<file path="config.mk">
export PLATFORM = sky130hd
export DESIGN_NAME = operand_stage_flat
export DESIGN_NICKNAME = d
export VERILOG_FILES = /design/src/rtl/operand_stage_if.sv /design/src/rtl/operand_stage.sv /design/src/flat_wrapper.sv
export SDC_FILE = /design/constraint.sdc
export NUM_CORES = 1
export LEC_CHECK = 0
export BUFFER_PORTS_ARGS = -buffer_cell sky130_fd_sc_hd__buf_4
export CAP_MARGIN = 10
export CORE_AREA = 2 2 148 150
export CTS_CLUSTER_DIAMETER = 80
export CTS_CLUSTER_SIZE = 16
export DETAILED_ROUTE_END_ITERATION = 16
export DIE_AREA = 0 0 150 152
export PLACE_DENSITY = 0.65
export SETUP_SLACK_MARGIN = 0.5
export SKIP_LAST_GASP = 1
export SLEW_MARGIN = 25
export SYNTH_ARGS = -nofsm -noshare
export SYNTH_HDL_FRONTEND = slang
export SYNTH_SLANG_ARGS = --single-unit
</file>
<file path="constraint.sdc">
create_clock -name clk -period 4.3 [get_ports clk]
set_input_delay 0.645 -clock clk [delete_from_list [all_inputs] [get_ports clk]]
set_output_delay 0.645 -clock clk [all_outputs]
set_load 0.01 [all_outputs]
</file>
<file path="src/rtl/operand_stage_if.sv">
// operand_stage_if: ID/MEM/WB-side inputs and EX-side registered outputs of the operand stage
interface operand_stage_if #(parameter int XLEN = 32, parameter int CTRL_W = 8);
  logic              id_valid;
  logic [4:0]        id_rs1, id_rs2, id_rd;
  logic              id_reg_write, id_mem_read;
  logic [XLEN-1:0]   id_imm, id_pc;
  logic [CTRL_W-1:0] id_ctrl;
  logic [XLEN-1:0]   rf_rdata1, rf_rdata2;
  logic              mem_valid, mem_reg_write, mem_fwd_valid;
  logic [4:0]        mem_rd;
  logic [XLEN-1:0]   mem_result;
  logic              wb_reg_write;
  logic [4:0]        wb_rd;
  logic [XLEN-1:0]   wb_data;
  logic              ex_ready, flush;
  logic              id_stall;
  logic              ex_valid, ex_reg_write, ex_mem_read;
  logic [4:0]        ex_rd;
  logic [XLEN-1:0]   ex_op1, ex_op2, ex_imm, ex_pc;
  logic [CTRL_W-1:0] ex_ctrl;
  modport master (
    output id_valid, id_rs1, id_rs2, id_rd, id_reg_write, id_mem_read, id_imm, id_pc, id_ctrl,
           rf_rdata1, rf_rdata2, mem_valid, mem_reg_write, mem_fwd_valid, mem_rd, mem_result,
           wb_reg_write, wb_rd, wb_data, ex_ready, flush,
    input  id_stall, ex_valid, ex_reg_write, ex_mem_read, ex_rd, ex_op1, ex_op2, ex_imm, ex_pc, ex_ctrl
  );
  modport slave (
    input  id_valid, id_rs1, id_rs2, id_rd, id_reg_write, id_mem_read, id_imm, id_pc, id_ctrl,
           rf_rdata1, rf_rdata2, mem_valid, mem_reg_write, mem_fwd_valid, mem_rd, mem_result,
           wb_reg_write, wb_rd, wb_data, ex_ready, flush,
    output id_stall, ex_valid, ex_reg_write, ex_mem_read, ex_rd, ex_op1, ex_op2, ex_imm, ex_pc, ex_ctrl
  );
endinterface

</file>
<file path="src/rtl/operand_stage.sv">
// operand_stage: ID/EX register with MEM/WB bypass, load-use stall and EX backpressure/flush
module operand_stage #(
  parameter int XLEN   = 32,
  parameter int CTRL_W = 8
) (
  input logic             clk,
  input logic             reset,
  operand_stage_if.slave  bus
);
  logic            mem_fwd, mem_pend, ex_load;
  logic            haz1, haz2, hazard;
  logic [XLEN-1:0] op1, op2;
  // MEM may bypass only once its result is final; a load still in MEM is a pending producer
  always_comb begin
    mem_fwd  = bus.mem_valid & bus.mem_reg_write & bus.mem_fwd_valid;
    mem_pend = bus.mem_valid & bus.mem_reg_write & ~bus.mem_fwd_valid;
    ex_load  = bus.ex_valid & bus.ex_mem_read & bus.ex_reg_write;
  end
  // Operand select: x0, then MEM, then WB (register file has no write-through), then RF
  always_comb begin
    op1 = (bus.id_rs1 == 5'd0) ? '0 :
          (mem_fwd && bus.mem_rd == bus.id_rs1) ? bus.mem_result :
          (bus.wb_reg_write && bus.wb_rd == bus.id_rs1) ? bus.wb_data : bus.rf_rdata1;
    op2 = (bus.id_rs2 == 5'd0) ? '0 :
          (mem_fwd && bus.mem_rd == bus.id_rs2) ? bus.mem_result :
          (bus.wb_reg_write && bus.wb_rd == bus.id_rs2) ? bus.wb_data : bus.rf_rdata2;
  end
  // Load-use hazard: a load in EX or an unfinished load in MEM produces a needed source
  always_comb begin
    haz1   = (bus.id_rs1 != 5'd0) &&
             ((ex_load && bus.ex_rd == bus.id_rs1) || (mem_pend && bus.mem_rd == bus.id_rs1));
    haz2   = (bus.id_rs2 != 5'd0) &&
             ((ex_load && bus.ex_rd == bus.id_rs2) || (mem_pend && bus.mem_rd == bus.id_rs2));
    hazard = bus.id_valid & (haz1 | haz2);
  end
  assign bus.id_stall = hazard | ~bus.ex_ready;
  // ID/EX register: hold on backpressure, else flush, bubble on hazard, or capture
  always_ff @(posedge clk or posedge reset) begin
    if (reset) begin
      bus.ex_valid     <= 1'b0;
      bus.ex_reg_write <= 1'b0;
      bus.ex_mem_read  <= 1'b0;
      bus.ex_rd        <= '0;
      bus.ex_op1       <= '0;
      bus.ex_op2       <= '0;
      bus.ex_imm       <= '0;
      bus.ex_pc        <= '0;
      bus.ex_ctrl      <= '0;
    end else if (bus.ex_ready) begin
      if (bus.flush) begin
        bus.ex_valid <= 1'b0;
      end else if (hazard) begin
        bus.ex_valid     <= 1'b0;
        bus.ex_reg_write <= 1'b0;
        bus.ex_mem_read  <= 1'b0;
      end else begin
        bus.ex_valid     <= bus.id_valid;
        bus.ex_reg_write <= bus.id_valid & bus.id_reg_write;
        bus.ex_mem_read  <= bus.id_valid & bus.id_mem_read;
        bus.ex_rd        <= bus.id_rd;
        bus.ex_op1       <= op1;
        bus.ex_op2       <= op2;
        bus.ex_imm       <= bus.id_imm;
        bus.ex_pc        <= bus.id_pc;
        bus.ex_ctrl      <= bus.id_ctrl;
      end
    end
  end
endmodule

</file>
<file path="src/flat_wrapper.sv">
// flat-port wrapper written by rule: the top's interface ports become plain ports
module operand_stage_flat 
#(
  parameter int XLEN   = 32,
  parameter int CTRL_W = 8
)
  (clk, reset, bus_id_valid, bus_id_rs1, bus_id_rs2, bus_id_rd, bus_id_reg_write, bus_id_mem_read, bus_id_imm, bus_id_pc, bus_id_ctrl, bus_rf_rdata1, bus_rf_rdata2, bus_mem_valid, bus_mem_reg_write, bus_mem_fwd_valid, bus_mem_rd, bus_mem_result, bus_wb_reg_write, bus_wb_rd, bus_wb_data, bus_ex_ready, bus_flush, bus_id_stall, bus_ex_valid, bus_ex_reg_write, bus_ex_mem_read, bus_ex_rd, bus_ex_op1, bus_ex_op2, bus_ex_imm, bus_ex_pc, bus_ex_ctrl);
  operand_stage_if #(.XLEN(XLEN), .CTRL_W(CTRL_W)) bus_i ();
  input logic clk;
  input logic reset;
  input wire logic [$bits(bus_i.id_valid)-1:0] bus_id_valid;
  input wire logic [$bits(bus_i.id_rs1)-1:0] bus_id_rs1;
  input wire logic [$bits(bus_i.id_rs2)-1:0] bus_id_rs2;
  input wire logic [$bits(bus_i.id_rd)-1:0] bus_id_rd;
  input wire logic [$bits(bus_i.id_reg_write)-1:0] bus_id_reg_write;
  input wire logic [$bits(bus_i.id_mem_read)-1:0] bus_id_mem_read;
  input wire logic [$bits(bus_i.id_imm)-1:0] bus_id_imm;
  input wire logic [$bits(bus_i.id_pc)-1:0] bus_id_pc;
  input wire logic [$bits(bus_i.id_ctrl)-1:0] bus_id_ctrl;
  input wire logic [$bits(bus_i.rf_rdata1)-1:0] bus_rf_rdata1;
  input wire logic [$bits(bus_i.rf_rdata2)-1:0] bus_rf_rdata2;
  input wire logic [$bits(bus_i.mem_valid)-1:0] bus_mem_valid;
  input wire logic [$bits(bus_i.mem_reg_write)-1:0] bus_mem_reg_write;
  input wire logic [$bits(bus_i.mem_fwd_valid)-1:0] bus_mem_fwd_valid;
  input wire logic [$bits(bus_i.mem_rd)-1:0] bus_mem_rd;
  input wire logic [$bits(bus_i.mem_result)-1:0] bus_mem_result;
  input wire logic [$bits(bus_i.wb_reg_write)-1:0] bus_wb_reg_write;
  input wire logic [$bits(bus_i.wb_rd)-1:0] bus_wb_rd;
  input wire logic [$bits(bus_i.wb_data)-1:0] bus_wb_data;
  input wire logic [$bits(bus_i.ex_ready)-1:0] bus_ex_ready;
  input wire logic [$bits(bus_i.flush)-1:0] bus_flush;
  output wire logic [$bits(bus_i.id_stall)-1:0] bus_id_stall;
  output wire logic [$bits(bus_i.ex_valid)-1:0] bus_ex_valid;
  output wire logic [$bits(bus_i.ex_reg_write)-1:0] bus_ex_reg_write;
  output wire logic [$bits(bus_i.ex_mem_read)-1:0] bus_ex_mem_read;
  output wire logic [$bits(bus_i.ex_rd)-1:0] bus_ex_rd;
  output wire logic [$bits(bus_i.ex_op1)-1:0] bus_ex_op1;
  output wire logic [$bits(bus_i.ex_op2)-1:0] bus_ex_op2;
  output wire logic [$bits(bus_i.ex_imm)-1:0] bus_ex_imm;
  output wire logic [$bits(bus_i.ex_pc)-1:0] bus_ex_pc;
  output wire logic [$bits(bus_i.ex_ctrl)-1:0] bus_ex_ctrl;
  assign bus_i.id_valid = bus_id_valid;
  assign bus_i.id_rs1 = bus_id_rs1;
  assign bus_i.id_rs2 = bus_id_rs2;
  assign bus_i.id_rd = bus_id_rd;
  assign bus_i.id_reg_write = bus_id_reg_write;
  assign bus_i.id_mem_read = bus_id_mem_read;
  assign bus_i.id_imm = bus_id_imm;
  assign bus_i.id_pc = bus_id_pc;
  assign bus_i.id_ctrl = bus_id_ctrl;
  assign bus_i.rf_rdata1 = bus_rf_rdata1;
  assign bus_i.rf_rdata2 = bus_rf_rdata2;
  assign bus_i.mem_valid = bus_mem_valid;
  assign bus_i.mem_reg_write = bus_mem_reg_write;
  assign bus_i.mem_fwd_valid = bus_mem_fwd_valid;
  assign bus_i.mem_rd = bus_mem_rd;
  assign bus_i.mem_result = bus_mem_result;
  assign bus_i.wb_reg_write = bus_wb_reg_write;
  assign bus_i.wb_rd = bus_wb_rd;
  assign bus_i.wb_data = bus_wb_data;
  assign bus_i.ex_ready = bus_ex_ready;
  assign bus_i.flush = bus_flush;
  assign bus_id_stall = bus_i.id_stall;
  assign bus_ex_valid = bus_i.ex_valid;
  assign bus_ex_reg_write = bus_i.ex_reg_write;
  assign bus_ex_mem_read = bus_i.ex_mem_read;
  assign bus_ex_rd = bus_i.ex_rd;
  assign bus_ex_op1 = bus_i.ex_op1;
  assign bus_ex_op2 = bus_i.ex_op2;
  assign bus_ex_imm = bus_i.ex_imm;
  assign bus_ex_pc = bus_i.ex_pc;
  assign bus_ex_ctrl = bus_i.ex_ctrl;
  operand_stage #(.XLEN(XLEN), .CTRL_W(CTRL_W)) u_core (.clk(clk), .reset(reset), .bus(bus_i));
endmodule
</file>
# Word level (Yosys, flattened, before mapping)
# Cells that the tools add are included.
# word_totals
ff_bits	144
latch_bits	0
ramBits	0
romBits	0
inputBits	236
output_inout_bits	145
elab_cells	57
mem_count	0
# classes
add_sub_neg	0
mul	0
div	0
magnitude_cmp	0
eq_ne	6
n_shift	0
muxes	10
bitwise	14
n_reduce_logical	18
# ops
operator	n
32-bit two-way mux	6
5-bit == test	6
1-bit logical AND	10
5-bit logical NOT	2
5-bit nonzero test	2
1-bit bitwise AND	8
1-bit two-way mux	4
1-bit inverter	4
3-bit AND reduction	1
1-bit logical OR	2
1-bit bitwise OR	2
2-bit AND reduction	1

# Logic depth before layout (Yosys ltp)
# Gate-level depths: netlist of run 1.
# depth
word_depth	9
depth_mapped	8
ltp_nobuf	6

# Least setup slack after synthesis of run 1
# No wires, ideal clock.
# synth_timing
path_type	in2reg
start	input port bus_id_rs1[3]
end	register u_core.bus.ex_imm[0]
setup_time_ps	125
arrival_ps	2410
t_required_ps	4175
path_slack_ps	1764
cell_stages	7
n_path_buf	2
path_cell_list	or4_1 > nor2_1 > o21ba_2 > a211oi_4 > buf_6 > buf_8 > mux2_4
# synth_between
elab_chain_len	8
elab_cells_between_ends	11
cone_classes	2 x eq/ne; 3 x bitwise; 6 x reduce/logical
# synth_rtl
element	line_no	text
start, declared	flat_wrapper.sv:12	input wire logic [$bits(bus_i.id_rs1)-1:0] bus_id_rs1;
5-bit == test	operand_stage.sv:31	((ex_load && bus.ex_rd == bus.id_rs1) || (mem_pend && bus.mem_rd == bus.id_rs1));
1-bit logical AND	operand_stage.sv:31	
1-bit logical OR	operand_stage.sv:31	
1-bit logical AND (*)	operand_stage.sv:30	haz1 = (bus.id_rs1 != 5'd0) &&
1-bit bitwise OR (*)	operand_stage.sv:34	hazard = bus.id_valid & (haz1 | haz2);
1-bit bitwise AND (*)	operand_stage.sv:34	
1-bit inverter (no source line) (*)	-	
3-bit AND reduction (no source line) (*)	-	
end signal, assigned	operand_stage.sv:63	bus.ex_imm <= bus.id_imm;
end, declared	operand_stage_if.sv:31	output id_stall, ex_valid, ex_reg_write, ex_mem_read, ex_rd, ex_op1, ex_op2, ex_imm, ex_pc, ex_ctrl
# Mark *: on every way between the ends. The rest lies on a longest branch, timed or not.
# A chain may end at the register's enable or synchronous reset.

# Worst setup path after layout of run 1
# layout_timing
start	register u_core.bus.ex_rd[4]
end	output port bus_id_stall
# layout_between
elab_chain_len	7
elab_cells_between_ends	11
cone_classes	2 x eq/ne; 3 x bitwise; 6 x reduce/logical
# layout_rtl
element	line_no	text
start, declared	operand_stage_if.sv:31	
start signal, assigned	operand_stage.sv:60	bus.ex_rd <= bus.id_rd;
5-bit == test (on tied branches)	operand_stage.sv:31, operand_stage.sv:33	
1-bit logical AND (on tied branches)	operand_stage.sv:31, operand_stage.sv:33	
1-bit logical OR (on tied branches)	operand_stage.sv:31, operand_stage.sv:33	
1-bit logical AND (on tied branches)	operand_stage.sv:30, operand_stage.sv:32	
1-bit bitwise OR (*)	operand_stage.sv:34	
1-bit bitwise AND (*)	operand_stage.sv:34	
1-bit bitwise OR (*)	operand_stage.sv:36	assign bus.id_stall = hazard | ~bus.ex_ready;
end, declared	flat_wrapper.sv:32	output wire logic [$bits(bus_i.id_stall)-1:0] bus_id_stall;
# Marked as above.

==> results.toml, run 1 <==
[logic_synthesis]
synth_top_cells_by_area = "sky130_fd_sc_hd__dfrtp_1 51%, sky130_fd_sc_hd__o2bb2ai_1 7.6%, sky130_fd_sc_hd__mux2_2 7.4%"
synth_enable_flop_cells = 0
synth_seq_area_share = 0.5051
leading_cell_type_by_number_of_instances_after_synthesis = "sky130_fd_sc_hd__dfrtp_1"
synth_fp_nets = 878
post_synth.cell_area_avg_um2 = 11.11
post_synth_most_frequent_cells = "144 x sky130_fd_sc_hd__dfrtp_1, 104 x sky130_fd_sc_hd__nand2_1, 62 x sky130_fd_sc_hd__o2bb2ai_1"
synth.distinct_cells = 38
synthFlopType = "sky130_fd_sc_hd__dfrtp_1"
post-synth-top-area-cell = "sky130_fd_sc_hd__dfrtp_1"
synthesis.instances = 642
asyncSetResetFlopFracSynth = 1.000
synth.yosys.warnings = 0
synth_top_cell_area_share = 0.5051
yosys_register_bits = 144
synthesis.area_um2 = 7134

[drt]
via_count = 6653
route.antenna.remaining_nets = 0
detail_route.vias_per_cell = 5.133
routed_wl_um = 25220
drt-wirelength-per-cell_um = 19.46
number_of_drc_markers_in_iteration_0 = 407
drt_drc_violations_left = 0
firstDrtPassIters = 5

[sta]
slew_headroom = 0.4112
finalHoldViolCount = 0
final_min_period_over_clock_period = 0.6822
slew_violations = 0
fin_crit_ns = 2.933
finalSetupTns_ns = 0
clock.fmax_ghz = 0.3409
grt_setup_unrepaired = "no"
report.final.setup_viol = 0
setup_clock_skew_after_layout_ns = 0.009241
tightestPinTransition_ns = 0.8807

[run_status]
run_status = "complete, no violations"

[cells_and_area]
synthToLayoutAreaGrowth_pct = 52.19
proportion_of_layout_cells_with_a_drive_suffix_above_1 = 0.5098
nNetsFinal = 1239
diodes = 0
multi_input_comb_area_um2 = 3296
finish.instance_area_um2 = 10860
layout.area.seq_um2 = 3603
postLayoutCoreUtil = 0.5086
num-fill-cells = 1981

[pwr]
max-vdd-ir-drop_mv = 0.2493
power.share.combinational = 0.249
switching_power_share_of_the_total = 0.2805
power.density_cell_area_nw_per_um2 = 381.4
p_sw_uw = 1161
internal-power_uw = 2980
static-leakage-power_uw = 0.005135
clock_power_share = 0.347
post-layout-total-power_uw = 4141
power_frac_seq = 0.404

[global_route]
grt_overflow_total = 0
pin_count_of_the_biggest_net_entering_global_routing = 77
grtUsageMet3 = 0.06126
antenna_found_initial = 0
busiest_layer = "met2"
via_count_of_the_first_global_routing_pass = 6919
grt_use_met1 = 0.2662
grt_pass1_wl_um = 38720
grt_use_total = 0.2187
global_route.usage.met2 = 0.3733

[placed_design]
buffer_ports.inserted = 380
post_dp_cell_area_um2 = 10260
hpwl_um = 18490
routabilityCongestion = 0.8475

[setup_path]
worst_setup_path_start_kind = "flop"
cp.arrival_ns = 2.29
setup.reg_to_reg.worst_slack_ns = 1.69
crit_path_max_fanout = 4
worstPathRequired_ns = 3.65
r2r.worst_path.cells = 7
worst_setup_path_end_kind = "output pin"
worst_r2r_endpoint = "u_core.bus.ex_op2[14]$_DFFE_PP0P_"
rr_startpoint = "u_core.bus.ex_rd[4]$_DFFE_PP0P_"
timing.setup.critical_path_class = "flop to output pin"

[floorplan]
die_h_um = 152
std_cell_rows = 54
start_util = 0.3342
floorplan.io_pins = 381
die_width_um = 150
design.die.area_um2 = 22800
area_of_the_core_um2 = 21350

[clock_network]
cts_resized = 0
worst_setup_hold_path_clk_slew_ns = 0.06
clock_sinks = 144
htree_num_levels = 4
hold_buffers = 0
tritoncts_clock_tree = "yes"
clockBufferDepth = 2
clock_latency_of_the_later_clocked_register_in_the_worst_skew_pair_ns = 0.42
clockRootBuffer = "sky130_fd_sc_hd__clkbuf_16"
cts.repair_timing.setup_buffer_count = 0
cts_buffers = 17

[run]
maxCapViolations = 0

[hold_path]
timing.hold.worst.class = "primary input to asynchronous set/reset pin"
[critical path: stages (launching register included)]
cell,delay (ns)
sky130_fd_sc_hd__dfrtp_1,0.43
sky130_fd_sc_hd__xor2_1,0.15
sky130_fd_sc_hd__or4_1,0.54
sky130_fd_sc_hd__o22ai_2,0.23
sky130_fd_sc_hd__and3_4,0.28
sky130_fd_sc_hd__a21oi_1,0.06
sky130_fd_sc_hd__nand2_1,0.07
sky130_fd_sc_hd__buf_4,0.12
[layer usage]
layer	vias up	routed length, um
li1	3081	-
met4	0	471
met1	3226	9845
met5	-	0
met3	31	2175
met2	315	12730
[area by class of cell]
class	instances	area share
multi-input combinational	442	0.3035
sequential	144	0.3319
inverter	3	0.001383
tap	280	0.03227
clock inverter	13	0.01175
clock buffer	19	0.04079
timing repair buffer	395	0.2784
[how the worst max path moves through the flow]
stage	from	end	slack [ns]	depth (start not counted)
6_report	u_core.bus.ex_rd[4]$_DFFE_PP0P_	bus_id_stall	1.37	7
5_1_grt	u_core.bus.ex_rd[4]$_DFFE_PP0P_	bus_id_stall	1.24	7
4_1_cts	u_core.bus.ex_rd[4]$_DFFE_PP0P_	bus_id_stall	1.34	7
3_5_place_dp	bus_id_rs1[3]	u_core.bus.ex_pc[11]$_DFFE_PP0P_	1.06	7
3_3_place_gp	bus_id_rs1[3]	u_core.bus.ex_pc[9]$_DFFE_PP0P_	1.10	7
2_1_floorplan	bus_id_rs1[3]	u_core.bus.ex_imm[0]$_DFFE_PP0P_	1.76	7
[cell usage in the layout (no fill, tap or decap), types with 5 or more instances in the layout]
master / synthesis / routed
sky130_fd_sc_hd__xnor2_1: 22 / 22
sky130_fd_sc_hd__nand2_1: 104 / 104
sky130_fd_sc_hd__xor2_1: 8 / 8
sky130_fd_sc_hd__a31oi_1: 32 / 32
sky130_fd_sc_hd__a22o_1: 34 / 34
sky130_fd_sc_hd__dfrtp_1: 144 / 144
sky130_fd_sc_hd__o2bb2ai_1: 62 / 62
sky130_fd_sc_hd__clkbuf_16: 0 / 17
sky130_fd_sc_hd__buf_4: 4 / 391
sky130_fd_sc_hd__nor2_1: 6 / 5
sky130_fd_sc_hd__mux2_2: 47 / 47
sky130_fd_sc_hd__o21ai_0: 32 / 32
sky130_fd_sc_hd__a21oi_1: 32 / 31
sky130_fd_sc_hd__nand3_1: 5 / 5
sky130_fd_sc_hd__mux2_4: 30 / 30
[power groups by stage]
| stage | registers, uW | logic (uW) | clock network [uW] |
|---|---|---|---|
| 2_1_floorplan | 1770 | 355 | 0 |
| 3_3_place_gp | 1690 | 1030 | 0 |
| 3_5_place_dp | 1690 | 1040 | 0 |
| 4_1_cts | 1670 | 1040 | 1480 |
| 5_1_grt | 1700 | 1100 | 1530 |
| 6_report | 1670 | 1030 | 1440 |
[per-stage QoR]
step / std cells / setup slack [ns] / hold WS, ns
global route: 1296 / 1.235 / 0.2862
floorplan: 642 / 1.764 / 0.5219
CTS: 1295 / 1.339 / 0.2682
finish: 1296 / 1.367 / 0.2750
global placement: 1263 / 1.101 / 0.4736
detailed placement: 1263 / 1.064 / 0.4768
[flip-flops by register name (all words and copies together) (netlist names)]
| name | flops |
|---|---|
| u_core.bus.ex_valid | 1 |
| u_core.bus.ex_mem_read | 1 |
| u_core.bus.ex_reg_write | 1 |
| u_core.bus.ex_rd | 5 |
| u_core.bus.ex_ctrl | 8 |
| u_core.bus.ex_imm | 32 |
| u_core.bus.ex_op1 | 32 |
| u_core.bus.ex_op2 | 32 |
| u_core.bus.ex_pc | 32 |
[cell families after synthesis]
| family | count (synthesis) | share of synthesized area |
|---|---|---|
| mux | 77 | 0.1373 |
| simple gates | 132 | 0.07699 |
| flops | 144 | 0.5051 |
| compound gates | 203 | 0.2052 |
| buf+inv | 56 | 0.03858 |
| xor+xnor | 30 | 0.03683 |
Power figures use the tool's default switching activity.
==> run 2, diff against run 1 <==
--- a/config.mk
+++ b/config.mk
@@ -5,6 +5,7 @@
 export SDC_FILE = /design/constraint.sdc
 export NUM_CORES = 1
 export LEC_CHECK = 0
+export ABC_AREA = 1
 export BUFFER_PORTS_ARGS = -buffer_cell sky130_fd_sc_hd__buf_4
 export CAP_MARGIN = 10
 export CORE_AREA = 2 2 148 150
@@ -12,7 +13,7 @@
 export CTS_CLUSTER_SIZE = 16
 export DETAILED_ROUTE_END_ITERATION = 16
 export DIE_AREA = 0 0 150 152
-export PLACE_DENSITY = 0.65
+export PLACE_DENSITY = 0.69
 export SETUP_SLACK_MARGIN = 0.5
 export SKIP_LAST_GASP = 1
 export SLEW_MARGIN = 25
==> constraint.sdc (replaced) <==
create_clock -name clk -period 2.85 [get_ports clk]
set_input_delay 0.4275 -clock clk [delete_from_list [all_inputs] [get_ports clk]]
set_output_delay 0.4275 -clock clk [all_outputs]
set_load 0.01 [all_outputs]
==> run 2 against run 1 <==
Against the previous run: clock power is 62% higher; via count up 48%; critical path type unchanged; largest cell class is now multi-input combinational cells; worst hold slack lost 0.20 ns; setup slack got worse by 0.73 ns; design area grew 12%.
==> results.toml, run 2 <==
[logic_synthesis]
yosys_register_bits = 144
post_synth_most_frequent_cells = "598 x sky130_fd_sc_hd__nand2_1, 151 x sky130_fd_sc_hd__nand3_1, 148 x sky130_fd_sc_hd__nor2_1"
post_synth.cell_area_avg_um2 = 6.553
asyncSetResetFlopFracSynth = 1.000
synthesis.area_um2 = 8382
synthXorXnorAreaFrac = 0.006270
adder_cell_area_share_of_the_yosys_netlist = 0
yosys.area_share.simple = 0.4798
synth_top_cells_by_area = "sky130_fd_sc_hd__dfrtp_1 43%, sky130_fd_sc_hd__nand2_1 27%, sky130_fd_sc_hd__nand3_1 9.0%"
synth_mux_area_frac = 0
synth_compound_gate_area_share = 0.007762
synthFlopType = "sky130_fd_sc_hd__dfrtp_1"
post-synth-top-area-cell = "sky130_fd_sc_hd__dfrtp_1"
synth_top_cell_area_share = 0.4299
synth.yosys.warnings = 0
synth.distinct_cells = 21
synth_seq_area_share = 0.4299
largest_family_of_logic_cells_by_synthesized_area = "simple AND/OR/NAND/NOR gates"
synth_fp_nets = 1515
synthesis.instances = 1279
leading_cell_type_by_number_of_instances_after_synthesis = "sky130_fd_sc_hd__nand2_1"
synth_enable_flop_cells = 0

[pwr]
max-vdd-ir-drop_mv = 0.3650
post-layout-total-power_uw = 6446
static-leakage-power_uw = 0.007194
power.density_cell_area_nw_per_um2 = 529.3

[drt]
drt-wirelength-per-cell_um = 17.40
routed_wl_um = 33290
route.antenna.remaining_nets = 0
drt_drc_violations_left = 0
detail_route.vias_per_cell = 5.132
firstDrtPassIters = 7
via_count = 9817
number_of_drc_markers_in_iteration_0 = 874

[setup_path]
cp.arrival_ns = 1.79
crit_slowest_cell = "sky130_fd_sc_hd__dfrtp_2"
crit_path_max_fanout = 5
worst_setup_path_start_kind = "flop"
timing.critical_path.cells = "inv_1 -> o21ai_0 -> nor2_1 -> nand3_1 -> nand2_1 -> nand2_1 -> nand2_4 -> nand2_8 -> nand2_1 -> buf_4"
worstPathRequired_ns = 2.42
cp_slowest_stage_delay_ns = 0.45
timing.setup.critical_path_class = "flop to output pin"
crit_top_cell = "sky130_fd_sc_hd__nand2_1"
worst_setup_path_end_kind = "output pin"

[cells_and_area]
layout.area.seq_um2 = 3608
synthToLayoutAreaGrowth_pct = 45.28
proportion_of_layout_cells_with_a_drive_suffix_above_1 = 0.2862
num-fill-cells = 2123
postLayoutCoreUtil = 0.5703
mostFrequentLayoutCell = "sky130_fd_sc_hd__nand2_1"
finish.instance_area_um2 = 12180
most_frequent_cells_in_the_layout = "598 x sky130_fd_sc_hd__nand2_1, 400 x sky130_fd_sc_hd__buf_4, 148 x sky130_fd_sc_hd__nand3_1, 142 x sky130_fd_sc_hd__nor2_1, 140 x sky130_fd_sc_hd__dfrtp_1"
multi_input_comb_area_um2 = 4244
nNetsFinal = 1855

[sta]
tightestPinTransition_ns = 0.6844
slew_headroom = 0.5437
slew_violations = 0
clock.fmax_ghz = 0.4515
setup_clock_skew_after_layout_ns = 0.01751
report.final.setup_viol = 0
finalSetupTns_ns = 0
final_min_period_over_clock_period = 0.7772
finalHoldViolCount = 0
fin_crit_ns = 2.215
grt_setup_unrepaired = "no"
hold_slack_ns = 0.07995

[global_route]
pin_count_of_the_biggest_net_entering_global_routing = 112
grt_pass1_wl_um = 50740
via_count_of_the_first_global_routing_pass = 9158
antenna_found_initial = 2
grt_overflow_total = 0
grt_use_total = 0.2857

[floorplan]
die_width_um = 150
die_h_um = 152
start_util = 0.3926
design.die.area_um2 = 22800
area_of_the_core_um2 = 21350
floorplan.io_pins = 381
std_cell_rows = 54

[placed_design]
routabilityCongestion = 0.9532
post_dp_cell_area_um2 = 11470
hpwl_um = 23150
buffer_ports.inserted = 380

[hold_path]
timing.hold.worst.class = "primary input to asynchronous set/reset pin"

[clock_network]
clockRootBuffer = "sky130_fd_sc_hd__clkbuf_16"
htree_num_levels = 4
clock_sinks = 144
worst_setup_hold_path_clk_slew_ns = 0.07
clockBufferDepth = 2
tritoncts_clock_tree = "yes"
cts_buffers = 17
hold_buffers = 0
clock_latency_of_the_later_clocked_register_in_the_worst_skew_pair_ns = 0.44

[run]
maxCapViolations = 0

[run_status]
run_status = "complete, no violations"
[run 2: cell count changes after synthesis, sizes merged, moves of 34 or more]
cell and change:
nand4 +64, nor2 +145, nand3 +146, o2bb2ai -62
mux2 -77, nand2 +497, buf +44, inv +55
a22o -34
[run 2: what timing repair did]
| item | 4_1_cts | 5_1_grt |
|---|---|---|
| setup buffers | 3 | 2 |
| pin swaps | 1 | 1 |
| gates cloned | 1 | 0 |
| endpoints found under the hold margin | 0 | 0 |
| endpoints found under the setup margin | 1 | 66 |
| resized for setup | 4 | 4 |
[run 2: area by class of cell]
| cell class | count | area share |
|---|---|---|
| Clock buffer | 17 | 0.03494 |
| Tap cell | 280 | 0.02877 |
| Antenna cell | 1 | 0.0002055 |
| Inverter | 58 | 0.01819 |
| Multi-Input combinational cell | 991 | 0.3485 |
| Sequential cell | 144 | 0.2963 |
| Timing Repair Buffer | 407 | 0.2574 |
| Clock inverter | 15 | 0.01562 |
[run 2: cells by family after synthesis]
family / after synthesis
DFF: 144
and+or+nand+nor: 971
xor gates and xnor gates: 6
AOI/OAI and AO/OA: 13
buffers and inverters: 145
[run 2: final timing paths]
path | from | to | slack, ns | depth (start not counted)
max in group asynchronous | reset | u_core.bus.ex_op1[17]$_DFFE_PP0P_ | 1.92 | 3
max reg2reg | u_core.bus.ex_rd[3]$_DFFE_PP0P_ | u_core.bus.ex_op2[20]$_DFFE_PP0P_ | 0.71 | 13
min | reset | u_core.bus.ex_imm[20]$_DFFE_PP0P_ | 0.08 | 2
max | u_core.bus.ex_rd[3]$_DFFE_PP0P_ | bus_id_stall | 0.64 | 10
min reg2reg | u_core.bus.ex_op2[6]$_DFFE_PP0P_ | u_core.bus.ex_op2[6]$_DFFE_PP0P_ | 0.47 | 2
min in group clk | bus_id_reg_write | u_core.bus.ex_reg_write$_DFFE_PP0P_ | 0.19 | 3
[run 2: worst max-delay path: cells and delay by family (launching register included)]
kind,cells,cell delay (ns)
buf+inv,2,0.22
flops,1,0.45
compound gates,1,0.08
simple gates,7,0.60
[run 2: stage by stage]
step           std cells  setup slack [ns]
4_1_cts             1910            0.5281
5_1_grt             1912            0.5131
3_5_place_dp        1874            0.4493
6_report            1913            0.6351
2_1_floorplan       1279            0.6175
3_3_place_gp        1874            0.4790
[run 2: routing by layer]
metal  share of wire  track usage
met1            0.39       0.3621
met2            0.48       0.4608
met3           0.092      0.07868
met4           0.035       0.1137
met5         0.00039            0
[run 2: power breakdown]
group / switching, uW / total (uW) / internal (uW) / leakage (uW)
combinational: 855 / 1620 / 767 / 0.00512
clock: 1070 / 2340 / 1260 / 0.000294
sequential: 173 / 2490 / 2320 / 0.00178
total: 2100 / 6450 / 4350 / 0.00719
==> run 3, diff against run 2 <==
--- a/config.mk
+++ b/config.mk
@@ -8,12 +8,12 @@
 export ABC_AREA = 1
 export BUFFER_PORTS_ARGS = -buffer_cell sky130_fd_sc_hd__buf_4
 export CAP_MARGIN = 10
-export CORE_AREA = 2 2 148 150
+export CORE_AREA = 2 2 147 149
 export CTS_CLUSTER_DIAMETER = 80
 export CTS_CLUSTER_SIZE = 16
 export DETAILED_ROUTE_END_ITERATION = 16
-export DIE_AREA = 0 0 150 152
-export PLACE_DENSITY = 0.69
+export DIE_AREA = 0 0 149 151
+export PLACE_DENSITY = 0.73
 export SETUP_SLACK_MARGIN = 0.5
 export SKIP_LAST_GASP = 1
 export SLEW_MARGIN = 25
==> constraint.sdc (replaced) <==
create_clock -name clk -period 1.98 [get_ports clk]
set_input_delay 0.297 -clock clk [delete_from_list [all_inputs] [get_ports clk]]
set_output_delay 0.297 -clock clk [all_outputs]
set_load 0.01 [all_outputs]
==> run 3 against run 2 <==
Against the previous run: the flow now finishes with violations (negative setup slack); count of clock-buffer cells in the layout unchanged; sequential power is 45% higher; register-to-register slack worse by 0.85 ns; cell count up 3.9%; routed wire length rose by 18%; die area is 1.3% lower; clock power up 39%; combinational power up 70%; design area increased by 18%; non-clock buffer count increased by 79; sequential share of layout area decreased by 4.6 points.
==> results.toml, run 3 (synthesis gave the netlist of run 2 again) <==
[global_route]
grt_pass1_wl_um = 55650
busiest_layer = "met2"
grt_use_total = 0.3244
grt_use_met1 = 0.4118
global_route.usage.met2 = 0.5475
grt_overflow_total = 0
antenna_found_initial = 1
grtUsageMet3 = 0.07500
pin_count_of_the_biggest_net_entering_global_routing = 65
via_count_of_the_first_global_routing_pass = 9907

[sta]
slew_headroom = 0.6488
hold_slack_ns = 0.07983
grt_setup_unrepaired = "yes"
clock.fmax_ghz = 0.4660
fin_crit_ns = 2.146
setup_clock_skew_after_layout_ns = 0.01158
final.setup.worst_slack_ns = -0.1657
tightestPinTransition_ns = 0.5256
slew_violations = 0
final_min_period_over_clock_period = 1.084
finalHoldViolCount = 0
report.final.setup_viol = 136

[floorplan]
area_of_the_core_um2 = 20820
die_h_um = 151
die_width_um = 149
start_util = 0.4025
design.die.area_um2 = 22500
std_cell_rows = 53
floorplan.io_pins = 381

[setup_path]
worst_setup_path_start_kind = "flop"
timing.setup.critical_path_class = "flop to output pin"
r2r.worst_path.cells = 15
worst_setup_path_end_kind = "output pin"
crit_slowest_cell = "sky130_fd_sc_hd__dfrtp_1"
crit_path_max_fanout = 4
timing.critical_path.cells = "xor2_1 -> nor2_1 -> nand3_1 -> nand2_1 -> nand2_1 -> nand2_2 -> nand2_4 -> buf_12 -> nand2_4 -> buf_6"
cp.arrival_ns = 1.85
worstPathRequired_ns = 1.68
cp_slowest_stage_delay_ns = 0.43

[drt]
routed_wl_um = 39450
drt_drc_violations_left = 0
via_count = 10552
number_of_drc_markers_in_iteration_0 = 1020
route.antenna.remaining_nets = 0
detail_route.vias_per_cell = 5.308
drt-wirelength-per-cell_um = 19.84
firstDrtPassIters = 6

[cells_and_area]
synthToLayoutAreaGrowth_pct = 71.70
num-fill-cells = 1670
most_frequent_cells_in_the_layout = "550 x sky130_fd_sc_hd__nand2_1, 403 x sky130_fd_sc_hd__buf_4, 141 x sky130_fd_sc_hd__nor2_1, 141 x sky130_fd_sc_hd__dfrtp_1, 78 x sky130_fd_sc_hd__nand3_2"
mostFrequentLayoutCell = "sky130_fd_sc_hd__nand2_1"
nNetsFinal = 1935
proportion_of_layout_cells_with_a_drive_suffix_above_1 = 0.3949

[hold_path]
min_delay_path_depth = 3
timing.hold.worst.class = "primary input to flop"

[clock_network]
tritoncts_clock_tree = "yes"
htree_num_levels = 4
clockBufferDepth = 2
worst_setup_hold_path_clk_slew_ns = 0.07
cts_buffers = 17
clockRootBuffer = "sky130_fd_sc_hd__clkbuf_16"
clock_latency_of_the_later_clocked_register_in_the_worst_skew_pair_ns = 0.43
clock_sinks = 144

[placed_design]
buffer_ports.inserted = 380
hpwl_um = 23750
routabilityCongestion = 0.9929
setup_slack_placement_ns = 0.1470

[pwr]
max-vdd-ir-drop_mv = 0.5838
static-leakage-power_uw = 0.008132
power.density_cell_area_nw_per_um2 = 668.9

[run_status]
run_status = "finished with violations"
violations = "negative setup slack"

[run]
maxCapViolations = 0
## run 3: cell types whose count changed in the layout (fill, tap and decap cells not counted), moves of 3 or more
cell / delta
sky130_fd_sc_hd__clkbuf_16: +8
sky130_fd_sc_hd__buf_4: +3
sky130_fd_sc_hd__buf_12: +24
sky130_fd_sc_hd__nand3_4: +7
sky130_fd_sc_hd__nand3_1: -82
sky130_fd_sc_hd__buf_8: +8
sky130_fd_sc_hd__nand3_2: +75
sky130_fd_sc_hd__buf_6: +10
sky130_fd_sc_hd__nand2_1: -48
sky130_fd_sc_hd__buf_16: +25
sky130_fd_sc_hd__nand2_2: +46
## run 3: report_power, final
part	total, uW	internal (uW)	switching, uW
registers	3610	3330	277
logic	2760	1350	1410
clock network	3260	1690	1570
## run 3: cell type report
cell class / count / area (um2) / share of cell area
Multi-Input combinational cell: 992 / 4863 / 0.3379
Inverter: 58 / 221.5 / 0.01539
Antenna cell: 1 / 2.502 / 0.0001739
Sequential cell: 144 / 3607 / 0.2507
Timing Repair Buffer: 486 / 4768 / 0.3313
Clock buffer: 17 / 425.4 / 0.02956
Tap cell: 275 / 344.1 / 0.02391
Clock inverter: 15 / 158.9 / 0.01104
## run 3: stage by stage
stage	util	TNS, ns	power [uW]	instance area [um2]	instances
finish	0.6911	-8.505	9626	14390	1988
global route	0.6911	-24.65	10040	14390	1988
CTS	0.6533	-8.839	9437	13600	1966
detailed placement	0.5624	0	6003	11710	1883
global placement	0.5624	0	5966	11710	1883
floorplan	-	-17.57	4616	8508	1279
## run 3: critical path: cells and delay by family (launching register included)
family | cells | cell delay, ns
AND/OR/NAND/NOR | 7 | 0.61
flip-flops | 1 | 0.43
buffers and inverters | 2 | 0.22
XOR/XNOR | 1 | 0.16
## run 3: path summary, 6_finish.rpt
| kind | start | to | slack, ns |
|---|---|---|---|
| max | u_core.bus.ex_rd[0]$_DFFE_PP0P_ | bus_id_stall | -0.17 |
| min | bus_id_reg_write | u_core.bus.ex_reg_write$_DFFE_PP0P_ | 0.08 |
| max reg2reg | u_core.bus.ex_rd[0]$_DFFE_PP0P_ | u_core.bus.ex_pc[16]$_DFFE_PP0P_ | -0.14 |
| min reg2reg | u_core.bus.ex_op2[25]$_DFFE_PP0P_ | u_core.bus.ex_op2[25]$_DFFE_PP0P_ | 0.47 |
| max in group asynchronous | reset | u_core.bus.ex_op2[13]$_DFFE_PP0P_ | 0.88 |
| min in group asynchronous | reset | u_core.bus.ex_imm[18]$_DFFE_PP0P_ | 0.46 |
## run 3: what timing repair did
item                                   4_1_cts  5_1_grt
gates cloned                                25        8
buffers inserted                            25       13
hold buffers                                 1        0
setup endpoints to repair                  142      147
pin swaps                                   24       40
endpoints found under the hold margin       14        0
resized for setup                           88      131
## run 3: metal layers
metal | wire [um] | part of all wire
met2 | 19330 | 0.49
met5 | 0 | 0
met1 | 15070 | 0.38
met4 | 1359 | 0.034
met3 | 3688 | 0.093
